`config.mk`:
```
export PLATFORM = sky130hd
export DESIGN_NAME = button_operand_in
export DESIGN_NICKNAME = d
export VERILOG_FILES = /design/src/rtl/button_operand_in.sv
export SDC_FILE = /design/constraint.sdc
export NUM_CORES = 1
export LEC_CHECK = 0
export CAP_MARGIN = 10
export CORE_MARGIN = 2
export CORE_UTILIZATION = 61
export DETAILED_ROUTE_END_ITERATION = 16
export HOLD_SLACK_MARGIN = 0.15
export PLACE_DENSITY_LB_ADDON = 0.15
export REMOVE_ABC_BUFFERS = 1
export SYNTH_ARGS = -nofsm -noshare
export SYNTH_HDL_FRONTEND = slang
export SYNTH_SLANG_ARGS = --single-unit
```
`constraint.sdc`:
```
create_clock -name clk -period 3.3 [get_ports clk]
set_input_delay 0.66 -clock clk [delete_from_list [all_inputs] [get_ports clk]]
set_output_delay 0.66 -clock clk [all_outputs]
set_load 0.03 [all_outputs]
```
`src/rtl/button_operand_in.sv`:
```
// Operand entry stage for the full adder: three active-low push buttons are
// synchronised, debounced, and each confirmed press toggles a held operand bit.
module button_operand_in #(
  parameter int DEBOUNCE_CYCLES = 1000000,
  parameter int CNT_W           = $clog2(DEBOUNCE_CYCLES)
) (
  input  logic       clk,
  input  logic       rst,
  input  logic [2:0] btn_n,
  output logic       a_n,
  output logic       b_n,
  output logic       cin_n,
  output logic [2:0] press
);

  typedef enum logic [1:0] {
    UP      = 2'd0,
    WAIT_DN = 2'd1,
    DN      = 2'd2,
    WAIT_UP = 2'd3
  } state_t;

  localparam logic [CNT_W-1:0] CNT_MAX = CNT_W'(DEBOUNCE_CYCLES - 1);

  logic [2:0] sync1;
  logic [2:0] sync2;
  logic [2:0] op_bits;
  logic [2:0] pulse_bits;

  // Sync flops reset to released so reset never looks like a press
  always_ff @(posedge clk or posedge rst) begin
    if (rst) begin
      sync1 <= 3'b111;
      sync2 <= 3'b111;
    end else begin
      sync1 <= btn_n;
      sync2 <= sync1;
    end
  end

  for (genvar i = 0; i < 3; i++) begin : g_ch
    state_t           state_q;
    state_t           state_d;
    logic [CNT_W-1:0] cnt_q;
    logic [CNT_W-1:0] cnt_d;
    logic             op_q;
    logic             op_d;
    logic             pulse_q;
    logic             pulse_d;
    logic             s;
    logic             at_max;

    assign s      = sync2[i];
    assign at_max = (cnt_q == CNT_MAX);

    always_ff @(posedge clk or posedge rst) begin
      if (rst) begin
        state_q <= UP;
        cnt_q   <= '0;
        op_q    <= 1'b0;
        pulse_q <= 1'b0;
      end else begin
        state_q <= state_d;
        cnt_q   <= cnt_d;
        op_q    <= op_d;
        pulse_q <= pulse_d;
      end
    end

    // Counter is compared before incrementing, so it saturates at CNT_MAX
    always_comb begin
      state_d = state_q;
      cnt_d   = cnt_q;
      case (state_q)
        UP: begin
          if (!s) begin
            state_d = WAIT_DN;
            cnt_d   = '0;
          end
        end
        WAIT_DN: begin
          if (s) begin
            state_d = UP;
            cnt_d   = '0;
          end else if (at_max) begin
            state_d = DN;
            cnt_d   = '0;
          end else begin
            cnt_d = cnt_q + CNT_W'(1);
          end
        end
        DN: begin
          if (s) begin
            state_d = WAIT_UP;
            cnt_d   = '0;
          end
        end
        WAIT_UP: begin
          if (!s) begin
            state_d = DN;
            cnt_d   = '0;
          end else if (at_max) begin
            state_d = UP;
            cnt_d   = '0;
          end else begin
            cnt_d = cnt_q + CNT_W'(1);
          end
        end
        default: begin
          state_d = UP;
          cnt_d   = '0;
        end
      endcase
    end

    // Only a qualified press toggles; release qualification is silent
    always_comb begin
      pulse_d = 1'b0;
      op_d    = op_q;
      if (state_q == WAIT_DN && !s && at_max) begin
        pulse_d = 1'b1;
        op_d    = ~op_q;
      end
    end

    assign op_bits[i]    = op_q;
    assign pulse_bits[i] = pulse_q;
  end

  assign a_n   = ~op_bits[0];
  assign b_n   = ~op_bits[1];
  assign cin_n = ~op_bits[2];
  assign press = pulse_bits;

endmodule
```
==> run summary <==
status: complete, no violations
Post-Syn Instances: 424
period utilization: 0.724
CTS Buffer Depth: 2
Synth area leaders: dfrtp_1 (45%), nand2_1 (4.9%), a31oi_1 (4.1%)
CP Capture Type: flop
Final Util: 0.675
Worst EP required: 3530 ps
peak supply drop: 358 uV
Cell Count, Final, Fillers Out: 511
Die X: 85.0 um
H-tree levels: 3
antenna cells: 0
unrepaired setup endpoints after global routing: false
hold crit path type: flop to flop
Period minus WS final: 2390 ps
setup TNS: 0 ps
WL per Instance: 15.3 um
initial antenna violation count: 0
Fmax: 0.419 GHz
Ports: 11
Post-synth ARST share: 1.00
GP Congestion: 0.817
largest net degree at the start of global routing: 32
Reg clk slew, reported paths: 70 ps
Post-synth EDFFs: 0
Critical Path Fanout Max: 20
post-synthesis cell type count: 52
vias: 3,241
register bit total from synthesis: 78
# hold bufs at CTS: 0
port bufs: 10
final WL: 7.83 mm
pwr dens: 519 mW/mm^2
post_cts resized: 0
antenna viol nets, final: 0
via/cell ratio: 6.34
Root Driver: clkbuf_8
placed insts: 495
CP arrival: 2620 ps
Synth Cell Area: 0.00400 mm^2
# rows: 29
Iteration-0 DRC Markers: 249
Nets: 437
drt pass-1 iters: 5
starting density of the core: 0.631
Startpoint Class: flop
Clock Latency Late Sink: 350 ps
global-route wire length before repair: 13.9 mm
Final Skew: 8.09 ps
Syn. warnings: 0
DRC: 0
postcts setup bufs: 0
DIE AREA: 0.00723 mm^2
post-synth top area share: 0.450
final hold vios: 0
HPWL Detailed: 5.38 mm
leading area contributor after synthesis: dfrtp_1
Tightest Pin Transition: 894 ps
Slew HR: 0.399
vias in the first global route: 3,034
Post-Syn Area per Cell: 9.44 um^2
CTS tree: yes
Fin Hold WS: 357 ps
Final Slew Violations: 0
Worst Setup Path Type: flop to flop
Total GRT Usage: 0.238
clk sinks: 78
Area growth syn-to-layout: 7.12%
Seq/Total Area, Yosys: 0.489
Setup violations, final: 0
core footprint: 0.00635 mm^2
Leak: 1.72 nW
total CTS buffers: 9
Die Y: 85.0 um
GRT overflow: 0
layout cell share with drive strength beyond 1: 0.0922
# Max-Cap Violations: 0
Top FF cell, synth: dfrtp_1
metrics by stage:
stage	area (um^2)	power (mW)	worst slack, ps
detailed placement	4120	1.61	923
global placement	4120	1.59	1020
CTS	4290	2.24	907
finish	4290	2.22	911
floorplan	3890	1.45	655
global route	4290	2.36	583
metal layers:
metal / global-route usage / wire [um]
met5: 0 / 0
met4: 0.0967 / 125
met3: 0.0409 / 254
met2: 0.365 / 3610
met1: 0.339 / 3830
flip-flops by register name, indices dropped and copies added (netlist names), named ones only:
| name | cells |
|---|---|
| sync2 | 3 |
| g_ch.cnt_q | 60 |
| g_ch.state_q | 3 |
| sync1 | 3 |
| g_ch.op_q | 3 |
| g_ch.pulse_q | 3 |
cells in the final DEF, fill, tap and decap left out, types with 8 or more instances in the layout:
cell,instances
a21oi_1,27
a22o_1,8
a31oi_1,26
and3_1,8
clkbuf_8,10
clkdlybuf4s50_1,10
dfrtp_1,72
inv_1,14
nand2_1,52
nand3_1,31
nand4_1,14
nor2_1,17
nor3_1,10
o21ai_0,29
or3_1,8
xnor2_1,11
where the power goes:
part / switching (mW) / leakage (nW) / internal (mW)
Combinational: 0.360 / 0.577 / 0.152
Clock: 0.340 / 0.0861 / 0.290
Sequential: 0.0646 / 1.05 / 1.02
synth_stat cells (3+ instances only):
cell      number
nand4_1       14
o21ai_0       29
a41oi_1        4
ha_1           3
nand3_1       31
mux2i_1        6
and4_1         5
xnor2_1       11
nor4_1         5
nand2_1       52
xor2_1         3
and3_1         8
buf_2          3
dfstp_2        6
or3_1          8
a22o_1         8
a31oi_1       26
o31ai_1        3
or2_2          4
buf_4          4
inv_1         15
clkbuf_1       9
a21oi_1       27
dfrtp_1       72
a21o_1         4
nor2_1        17
nor3_1        10
worst paths after layout:
check	end	cells past startpoint	from	slack, ps
worst max-delay path	g_ch[1].cnt_q[13]$_DFFE_PP0P_	7	g_ch[1].cnt_q[0]$_DFFE_PP0P_	910
worst min-delay path	sync2[2]$_DFF_PP1_	0	sync1[2]$_DFF_PP1_	360
worst max register to register	g_ch[1].cnt_q[13]$_DFFE_PP0P_	7	g_ch[1].cnt_q[0]$_DFFE_PP0P_	910
worst min register to register	sync2[2]$_DFF_PP1_	0	sync1[2]$_DFF_PP1_	360
max in group asynchronous	sync2[0]$_DFF_PP1_	3	rst	1860
min in group asynchronous	g_ch[1].cnt_q[5]$_DFFE_PP0P_	2	rst	650
critical path: stages (launching register included):
cell and delay (ps):
dfrtp_1 390, ha_1 210, nand3_1 240, nor4_1 470
a31oi_2 360, buf_4 320, a41oi_1 220, a31oi_1 60
kinds of logic after synthesis:
group,after synthesis,share of synthesized area
muxes,8,0.0206
AOI/OAI and AO/OA,113,0.176
buffers and inverters,35,0.0416
xor gates and xnor gates,14,0.0306
DFF,78,0.489
and+or+nand+nor,173,0.233
adders and majority gates,3,0.00938
cell type report:
type / instances / area, um^2
well taps: 77 / 96.3
clock inverters: 4 / 22.5
multi-input cells: 311 / 1880
fillers: 504 / 2060
repair buffers: 14 / 130
clock buffers: 12 / 145
flip-flops and latches: 78 / 1960
inverters: 15 / 57.6
No activity file was read; power rests on OpenSTA's default activity.
